`src/rtl/icache_ctrl_pkg.sv`:
```
`default_nettype none
// +-----------------------------------------------------------------+
// | icache_ctrl_pkg: shared types and widths for the icache slice.  |
// | Rev 1.0                                                         |
// +-----------------------------------------------------------------+
package icache_ctrl_pkg;

   localparam int ADDR_W = 32;
   localparam int DATA_W = 32;

   typedef enum logic [1:0] {
      IDLE = 2'd0,
      REQ  = 2'd1,
      WAIT = 2'd2
   } icache_state_t;

   function automatic logic [ADDR_W-1:0] word_align(input logic [ADDR_W-1:0] a);
      return {a[ADDR_W-1:2], 2'b00};
   endfunction

endpackage
`default_nettype wire

```
`src/rtl/icache_ctrl_if.sv`:
```
`default_nettype none
// +-----------------------------------------------------------------+
// | icache_ctrl_if: fill bus between the icache and instruction mem.|
// | Rev 1.0                                                         |
// +-----------------------------------------------------------------+
interface icache_ctrl_if;
   import icache_ctrl_pkg::*;

   logic              Icache2mem_req;
   logic [ADDR_W-1:0] Icache2mem_addr;
   logic              mem2Icache_ack;
   logic              mem2Icache_valid;
   logic [DATA_W-1:0] mem2Icache_data;

   modport master (
      output Icache2mem_req,
      output Icache2mem_addr,
      input  mem2Icache_ack,
      input  mem2Icache_valid,
      input  mem2Icache_data
   );

   modport slave (
      input  Icache2mem_req,
      input  Icache2mem_addr,
      output mem2Icache_ack,
      output mem2Icache_valid,
      output mem2Icache_data
   );
endinterface
`default_nettype wire

```
`src/rtl/icache_mem.sv`:
```
`default_nettype none
// +-----------------------------------------------------------------+
// | icache_mem: flop-based tag/valid/data arrays, async read port.  |
// | Rev 1.0                                                         |
// +-----------------------------------------------------------------+
module icache_mem
   import icache_ctrl_pkg::*;
#(
   parameter  int NUM_LINES = 32,
   localparam int IDX_BITS  = $clog2(NUM_LINES),
   localparam int TAG_BITS  = ADDR_W - IDX_BITS - 2
) (
   input  wire logic                clk,
   input  wire logic                rst,
   input  wire logic                flush_all,
   input  wire logic [IDX_BITS-1:0] rd_idx,
   output logic                     rd_valid,
   output logic [TAG_BITS-1:0]      rd_tag,
   output logic [DATA_W-1:0]        rd_data,
   input  wire logic                wr_en,
   input  wire logic [IDX_BITS-1:0] wr_idx,
   input  wire logic [TAG_BITS-1:0] wr_tag,
   input  wire logic [DATA_W-1:0]   wr_data,
   input  wire logic                wr_valid
);

   logic [NUM_LINES-1:0] valid;
   logic [TAG_BITS-1:0]  tag_array  [NUM_LINES];
   logic [DATA_W-1:0]    data_array [NUM_LINES];

   // Flush outranks a fill write landing on the same edge.
   always_ff @(posedge clk) begin
      if (rst || flush_all) begin
         valid <= '0;
      end else if (wr_en) begin
         valid[wr_idx] <= wr_valid;
      end
   end

   always_ff @(posedge clk) begin
      if (wr_en) begin
         tag_array[wr_idx]  <= wr_tag;
         data_array[wr_idx] <= wr_data;
      end
   end

   assign rd_valid = valid[rd_idx];
   assign rd_tag   = tag_array[rd_idx];
   assign rd_data  = data_array[rd_idx];

endmodule
`default_nettype wire

```
`src/rtl/icache_ctrl.sv`:
```
`default_nettype none
// +-----------------------------------------------------------------+
// | icache_ctrl: direct-mapped one-word-line icache, miss fill FSM. |
// | Rev 1.0                                                         |
// +-----------------------------------------------------------------+
module icache_ctrl
   import icache_ctrl_pkg::*;
#(
   parameter int NUM_LINES = 32
) (
   input  wire logic              clk,
   input  wire logic              rst,
   input  wire logic [ADDR_W-1:0] proc2Icache_addr,
   output logic [DATA_W-1:0]      Icache_data_out,
   output logic                   Icache_valid_out,
   input  wire logic              flush,
   icache_ctrl_if.master          mem,
   output logic [31:0]            miss_count
);

   localparam int IDX_BITS = $clog2(NUM_LINES);
   localparam int TAG_BITS = ADDR_W - IDX_BITS - 2;

   icache_state_t       state;
   icache_state_t       state_next;
   logic [ADDR_W-1:0]   fill_addr;
   logic                drop;
   logic                launch;
   logic                fill_we;
   logic                hit;
   logic                rd_valid;
   logic [TAG_BITS-1:0] rd_tag;
   logic [IDX_BITS-1:0] idx;
   logic [TAG_BITS-1:0] tag;
   logic                unused_addr_bits;

   assign idx = proc2Icache_addr[IDX_BITS+1:2];
   assign tag = proc2Icache_addr[ADDR_W-1:IDX_BITS+2];
   assign unused_addr_bits = ^{proc2Icache_addr[1:0], fill_addr[1:0]};

   icache_mem #(
      .NUM_LINES (NUM_LINES)
   ) u_mem (
      .clk       (clk),
      .rst       (rst),
      .flush_all (flush),
      .rd_idx    (idx),
      .rd_valid  (rd_valid),
      .rd_tag    (rd_tag),
      .rd_data   (Icache_data_out),
      .wr_en     (fill_we),
      .wr_idx    (fill_addr[IDX_BITS+1:2]),
      .wr_tag    (fill_addr[ADDR_W-1:IDX_BITS+2]),
      .wr_data   (mem.mem2Icache_data),
      .wr_valid  (!drop && !flush)
   );

   assign hit = rd_valid && (rd_tag == tag);

   // Gated by rst so nothing looks valid while reset is still asserted.
   assign Icache_valid_out    = hit && !rst;
   assign mem.Icache2mem_req  = (state == REQ) && !rst;
   assign mem.Icache2mem_addr = fill_addr;

   always_ff @(posedge clk) begin
      if (rst) begin
         state <= IDLE;
      end else begin
         state <= state_next;
      end
   end

   always_comb begin
      state_next = state;
      launch     = 1'b0;
      fill_we    = 1'b0;
      unique case (state)
         IDLE: begin
            if (!hit && !flush) begin
               launch     = 1'b1;
               state_next = REQ;
            end
         end
         REQ: begin
            if (mem.mem2Icache_ack) begin
               state_next = WAIT;
            end
         end
         WAIT: begin
            if (mem.mem2Icache_valid) begin
               fill_we    = 1'b1;
               state_next = IDLE;
            end
         end
         default: begin
            state_next = IDLE;
         end
      endcase
   end

   // A flush while a fill is outstanding poisons that fill; it still lands but stays invalid.
   always_ff @(posedge clk) begin
      if (rst) begin
         fill_addr  <= '0;
         drop       <= 1'b0;
         miss_count <= '0;
      end else begin
         if (launch) begin
            fill_addr  <= word_align(proc2Icache_addr);
            miss_count <= miss_count + 32'd1;
         end
         if (fill_we) begin
            drop <= 1'b0;
         end else if (flush && (state != IDLE)) begin
            drop <= 1'b1;
         end
      end
   end

endmodule
`default_nettype wire

```
`src/flat_wrapper.sv`:
```
// flat-port wrapper written by rule: the top's interface ports become plain ports
module icache_ctrl_flat import icache_ctrl_pkg::*;
#(
   parameter int NUM_LINES = 32
)
  (clk, rst, proc2Icache_addr, Icache_data_out, Icache_valid_out, flush, miss_count, mem_Icache2mem_req, mem_Icache2mem_addr, mem_mem2Icache_ack, mem_mem2Icache_valid, mem_mem2Icache_data);
  icache_ctrl_if mem_i ();
  input  wire logic clk;
  input  wire logic rst;
  input  wire logic [ADDR_W-1:0] proc2Icache_addr;
  output logic [DATA_W-1:0] Icache_data_out;
  output logic Icache_valid_out;
  input  wire logic flush;
  output logic [31:0] miss_count;
  output wire logic [$bits(mem_i.Icache2mem_req)-1:0] mem_Icache2mem_req;
  output wire logic [$bits(mem_i.Icache2mem_addr)-1:0] mem_Icache2mem_addr;
  input wire logic [$bits(mem_i.mem2Icache_ack)-1:0] mem_mem2Icache_ack;
  input wire logic [$bits(mem_i.mem2Icache_valid)-1:0] mem_mem2Icache_valid;
  input wire logic [$bits(mem_i.mem2Icache_data)-1:0] mem_mem2Icache_data;
  assign mem_Icache2mem_req = mem_i.Icache2mem_req;
  assign mem_Icache2mem_addr = mem_i.Icache2mem_addr;
  assign mem_i.mem2Icache_ack = mem_mem2Icache_ack;
  assign mem_i.mem2Icache_valid = mem_mem2Icache_valid;
  assign mem_i.mem2Icache_data = mem_mem2Icache_data;
  icache_ctrl #(.NUM_LINES(NUM_LINES)) u_core (.clk(clk), .rst(rst), .proc2Icache_addr(proc2Icache_addr), .Icache_data_out(Icache_data_out), .Icache_valid_out(Icache_valid_out), .flush(flush), .mem(mem_i), .miss_count(miss_count));
endmodule
```
`config.mk`:
```
export PLATFORM = sky130hd
export DESIGN_NAME = icache_ctrl_flat
export DESIGN_NICKNAME = d
export VERILOG_FILES = /design/src/rtl/icache_ctrl_pkg.sv /design/src/rtl/icache_ctrl_if.sv /design/src/rtl/icache_mem.sv /design/src/rtl/icache_ctrl.sv /design/src/flat_wrapper.sv
export SDC_FILE = /design/constraint.sdc
export NUM_CORES = 2
export LEC_CHECK = 0
export CAP_MARGIN = 10
export CORE_MARGIN = 5
export CORE_UTILIZATION = 55
export CTS_CLUSTER_DIAMETER = 120
export DETAILED_ROUTE_END_ITERATION = 16
export HOLD_SLACK_MARGIN = 0.03
export PLACE_DENSITY = 0.75
export SLEW_MARGIN = 20
export SYNTH_ARGS = -nofsm -noshare
export SYNTH_HDL_FRONTEND = slang
export SYNTH_SLANG_ARGS = --single-unit
```
`constraint.sdc`:
```
create_clock -name clk -period 4.85 [get_ports clk]
set_clock_uncertainty 0.05 [all_clocks]
set_input_delay 0.97 -clock clk [delete_from_list [all_inputs] [get_ports clk]]
set_output_delay 0.97 -clock clk [all_outputs]
set_load 0.02 [all_outputs]
```
## Yosys cells after proc, flatten, opt, wreduce, memory -nomap -nowiden

Memory sizes are Yosys's and may differ from the RTL's.
Cells that the tools add are included.

| cells by class | value |
|---|---|
| shifts and indexed selects | 0 |
| multipliers | 0 |
| mux-type cells | 15 |
| div/mod/pow operators | 0 |
| eq/ne operators | 6 |
| bitwise gates (word level) | 0 |
| reduce and logical (&&, ||, !) cells | 16 |
| order comparisons | 3 |
| $add $sub $neg | 1 |

Operators by type and width:

| kind | number |
|---|---|
| $add 32x1->32 const B | 1 |
| $bwmux 32 | 1 |
| $eq 25x25->1 | 1 |
| $lt 5x6->1 const B | 2 |
| $mux 1 | 8 |
| $logic_and 1x1->1 | 7 |
| $mux 2 | 3 |
| $pmux 2 s3 | 1 |
| $bmux 1 s5 | 1 |
| $demux 1 s5 | 1 |
| $ge 5x1->1 const B | 1 |
| $logic_not 1->1 | 4 |
| $ne 2x2->1 const B | 2 |
| $reduce_and 3->1 | 1 |
| $eq 2x1->1 const B | 1 |
| $eq 2x2->1 const B | 1 |
| $logic_not 2->1 | 1 |
| $ne 2x1->1 const B | 1 |
| $reduce_bool 2->1 | 1 |
| $reduce_or 2->1 | 1 |
| $logic_or 1x1->1 | 1 |

| storage, ports and cells | value |
|---|---|
| ROM bits | 0 |
| flip-flop bits (word level) | 97 |
| output and inout port bits | 98 |
| bits in writable memories | 1824 |
| memories | 2 |
| input port bits | 69 |
| latch bits | 0 |

Memories:

| name | depth | bits a word | rd ports | clocked after Yosys merged registers in | write ports | line | RTL |
|---|---|---|---|---|---|---|---|
| u_core.u_mem.data_array | 32 | 32 | 1 | 0 | 1 | icache_mem.sv:29 | `logic [DATA_W-1:0] data_array [NUM_LINES];` |
| u_core.u_mem.tag_array | 32 | 25 | 1 | 0 | 1 | icache_mem.sv:28 | `logic [TAG_BITS-1:0] tag_array [NUM_LINES];` |

## Depth between registers and ports, before layout

| depth | value |
|---|---|
| word-level depth | 7 |
| mapped depth | 17 |
| depth with buffers taken out | 10 |

## Cells and area by module

From an unflattened synthesis, not the netlist that was laid out.

| second synthesis, totals | value |
|---|---|
| cell total of the unflattened synthesis | 4493 |
| area, all modules | 75321.0 um^2 |

Modules (own cells, without submodules):

| module | area each (um^2) | cells each | times used | sequential area each (um^2) |
|---|---|---|---|---|
| icache_mem | 72206.8 | 4108 | 1 | 55413.1 |
| icache_ctrl | 3114.2 | 385 | 1 | 1301.2 |

## Worst setup path after synthesis

No wires, ideal clock.

| timing path | value |
|---|---|
| kind | input to output |
| start point | input port proc2Icache_addr[2] |
| end point | output port Icache_data_out[10] |
| slack | -165 ps |
| data required time | 3830 ps |
| buffers on the path | 8 |
| data arrival time | 3995 ps |
| stages | 12 |
| cells stage by stage | buf_6 buf_4 buf_4 buf_6 buf_4 buf_2 buf_1 buf_2 mux4_2 mux4_2 nand2_1 nand2_1 |

| between the ends | value |
|---|---|
| longest elaborated chain between the ends | 1 |

RTL lines:

| element | line | RTL |
|---|---|---|
| start, declared | flat_wrapper.sv:10 | `input wire logic [ADDR_W-1:0] proc2Icache_addr;` |
| $mem_v2 32x32 | -- |  |
| end, declared | flat_wrapper.sv:11 | `output logic [DATA_W-1:0] Icache_data_out;` |

Every way passes these cells.

## Worst setup path after layout

| timing path | value |
|---|---|
| start point | input port proc2Icache_addr[3] |
| end point | output port Icache_valid_out |

| between the ends | value |
|---|---|
| longest elaborated chain between the ends | 4 |

RTL lines:

| element | line | RTL |
|---|---|---|
| $mem_v2 32x25 / $bmux 1 s5 (equally long branches) | -- |  |
| $eq 25x25->1 / $mux 1 (equally long branches) | icache_ctrl.sv:58, icache_mem.sv:47 |  |
| $logic_and 1x1->1 * | icache_ctrl.sv:58 | `assign hit = rd_valid && (rd_tag == tag);` |
| $logic_and 1x1->1 * | icache_ctrl.sv:61 | `assign Icache_valid_out = hit && !rst;` |
| end, declared | flat_wrapper.sv:12 | `output logic Icache_valid_out;` |

Every way passes the cells marked *; elsewhere a longest branch is shown, timed or not. The select of a mux whose other input is x is not followed.

==> summary.txt <==
Outcome
  • Outcome: finished, violations left
  • Failing checks: setup timing

Die
  • Die X: about 380 um
  • Die ar.: roughly 140000 um2
  • Chip height: around 380 um
  • FP Rows: roughly 130
  • Starting density of the core: a little under three fifths
  • Core box area: between 100000 and 150000 um2
  • IO Count: approximately 170

GRT
  • Initial antenna violation count: 10
  • Largest net degree at the start of global routing: 65
  • Global routing usage on met3: 4.72%
  • Met1 usage: between 30% and 40%
  • GR peak layer: met2
  • First-pass GRT wire length: between 200000 and 300000 um
  • Vias in the first global route: 39000
  • Overall global routing resource usage: 28.1%
  • Gr ovfl total: 0
  • Met2 Use GR: 46.8%

Finish
  • Multi-input gate area in the final layout: 16600 um2
  • Commonest cells after routing, fill and taps aside: edfxtp_1, mux4_2, clkbuf_16, buf_4, mux2i_1
  • Share of cells above drive strength 1: between 20 and 30%
  • Finished Layout Cells: between 5000 and 6000
  • Final #Nets: around 4000
  • Sequential cell area: ~57000 um2
  • Area grow syn2layout: 16.7%
  • Commonest non-fill, non-tap cell in the layout: edfxtp_1
  • Fillers: ~8400

STA
  • Max-slew violations: 0
  • Max-slew headroom: between 20% and 30%
  • Final setup viols: 1
  • Worst-margin pin slew: ~1.1 ns
  • RSZ-0062 raised after global routing: yes
  • Min Clock Period, post-route: between 4 and 5 ns
  • Final hold vios: 0
  • Setup slack after layout: -0.114 ns
  • Final period util: 102%
  • Setup_tns: -0.114 ns
  • Fmax: 201 MHz

Setup path
  • Worst r2r src: u_core.u_mem.tag_array[27][6]
  • CP Cell Sequence: buf_12, bufbuf_16, buf_4, mux4_2, nand2_1, and3_1, o31a_1, nor4_2, buf_4, nand4_1, or4b_4, or2_4, nor2_4, buf_6
  • Crit start category: primary input
  • Most used cell, CP: buf_4
  • Crit Path Class: in2out
  • Critical Path End Type: primary output
  • Worst Reg-to-Reg Cells: 14
  • CP arrival: about 4 ns
  • CP max stage delay: about 0.64 ns
  • CP max-delay cell: or4b_4
  • Crit-path max FO: 10
  • Reg-to-reg slack, setup: 1.04 ns
  • Reg2Reg Capture Point: u_core.miss_count[7]
  • CP required: approximately 3.8 ns

Place
  • DP HPWL: 99500 um
  • Inst Count DP: around 5400
  • RePlAce Congestion: between 0.7 and 0.8
  • PortBufs: 162

Clock tree
  • Number of hold buffers added after cts: 0
  • Clk sinks: ~1900
  • Clk_lat worst skew: ~0.82 ns
  • Number of CTS-inserted buffers: around 180
  • CTS max path bufs: 3
  • Root Driver: clkbuf_16
  • TritonCTS clock tree: yes
  • Clock-pin slew on the worst setup and hold paths: about 0.06 ns
  • H-tree levels: 4

Detailed routing
  • Total Routed Length: about 200000 um
  • WL/cell: 34.5 um
  • Vias/cell: between 6 and 7
  • DRC violations left: 0
  • Vias: 39100
  • Iter 0 DRT Violations: 5434
  • Post-route antenna net violation count: 0
  • Pre-antenna DRT Iters: 5

Synth
  • Top cell type by total area after synthesis: edfxtp_1
  • Avg Inst Size Synth: between 20 and 25 um2
  • Synth Area in XOR/XNOR: 0.307%
  • Multiplexer share of the synthesized area: between 15 and 20%
  • Largest family of logic cells by synthesized area: multiplexers
  • Dominant cells by area after synthesis: edfxtp_1, mux4_2, dfxtp_1, mux2i_1, nand2_1
  • Asr flop ratio synth: 0%
  • Number of distinct library cells after synthesis: ~60
  • Post-synth EDFFs: 1824
  • Syn Inst Count: approximately 3400
  • Warnings from Yosys: 0
  • Post-Syn Area: about 74000 um2
  • Most common flop cell mapped by yosys: edfxtp_1
  • Synth Area in Simple Gates: under 10%
  • Synth Area in Compound Gates: roughly 2.0%
  • Seq/Total Area, Yosys: between 70% and 80%
  • Post-synth top area share: 74.0%
  • Post-Synth Adder-Cell Area: less than 1%
  • Flops & latches, synth: between 1500 and 2000

Pwr
  • Power Density: ~400 nW/um2
  • Max VDD drop: between 300 and 400 uV
  • Pleak: 27.6 nW

Worst hold path
  • Hold path depth: 2
  • HP Start: u_core.u_mem.valid[29]
  • WHS Endpoint: u_core.u_mem.valid[29]
  • Hold crit path type: reg2reg

Job
  • Max Cap Viol: 0
## power by group
| group | leakage (nW) | total, W | switching, W | internal [W] |
|---|---|---|---|---|
| Clock | 2.89 | 0.0142 | 0.00609 | 0.00811 |
| Combinational | 7.69 | 0.00188 | 0.00102 | 0.000853 |
| Sequential | 17.0 | 0.0183 | 0.0000984 | 0.0182 |
| Total | 27.6 | 0.0344 | 0.00721 | 0.0272 |
## through the flow
stage	cell area (um2)	total power [W]	utilization, %	setup slack (ns)	hold WS [ns]
2_1_floorplan	74100	0.0196	-	-0.0925	0.401
3_3_place_gp	79800	0.0204	59.8	-0.729	0.408
3_5_place_dp	79800	0.0204	59.8	-0.753	0.417
4_1_cts	86300	0.0345	64.6	-0.100	0.425
5_1_grt	86500	0.0354	64.7	-0.202	0.443
6_report	86500	0.0344	64.7	-0.114	0.427
## what timing repair did
item / 4_1_cts / 5_1_grt
cloned: 11 / 3
endpoints found under the setup margin: 32 / 21
setup buffers: 7 / 0
resized for setup: 50 / 17
pin swaps: 6 / 1
endpoints found under the hold margin: 0 / 0
## Yosys cell counts, drive strengths merged (5+ instances only)
master / number
edfxtp: 1824
mux4: 478
mux2i: 168
nand2: 167
nor2: 118
buf: 103
dfxtp: 97
clkbuf: 90
a21oi: 48
o21ai: 42
a22oi: 34
nand3: 24
a221oi: 22
or4: 19
o22ai: 17
o31ai: 17
xnor2: 15
nor2b: 14
mux2: 13
nand4: 13
xor2: 11
a221o: 9
and2: 8
or2: 8
inv: 7
nand2b: 7
o2111ai: 7
or3: 7
and3: 6
nand3b: 5
nor4: 5
## cell type report
class	instances	share of cell area [%]
timing repair buffer	442	5.79
clock inverter	101	1.14
tap	1768	2.56
sequential	1921	65.6
clock buffer	234	5.69
antenna	4	0.0116
multi-input combinational	1322	19.2
inverter	7	0.0376
## critical path: cells and delay by family
family	cells	cell delay, ns
compound gates	1	0.29
simple gates	7	1.65
buf+inv	5	0.85
mux	1	0.21
## per-layer routing
layer  vias to the layer above  wire (um)
met1                     20500      70900
met3                       424      20500
li1                      15300          -
met2                      2850     102000
met5                         -         41
met4                         6       7220
## how the worst max path moves through the flow
stage,startpoint,to,slack (ns),cells past startpoint
after global placement,proc2Icache_addr[2],Icache_valid_out,-0.73,14
after floorplan,mem_mem2Icache_valid,u_core.u_mem.valid[16],-0.09,7
after detailed placement,proc2Icache_addr[2],Icache_valid_out,-0.75,14
final,proc2Icache_addr[3],Icache_valid_out,-0.11,14
after global routing,proc2Icache_addr[3],Icache_valid_out,-0.20,14
after CTS,proc2Icache_addr[3],Icache_valid_out,-0.10,14
## kinds of logic after synthesis
logic type / count (synthesis)
flops: 1921
fa+ha+maj: 1
xor+xnor: 26
simple gates: 414
buf+inv: 200
compound gates: 220
mux: 659
other cells: 1
## flip-flops by register name, summed over array words and instances, names as in the netlist
name,cells
u_core.u_mem.data_array,1024
u_core.u_mem.tag_array,800
u_core.miss_count,32
u_core.u_mem.valid,32
u_core.mem.Icache2mem_addr,30
u_core.state,2
u_core.drop,1
(Power assumes the default switching activity.)
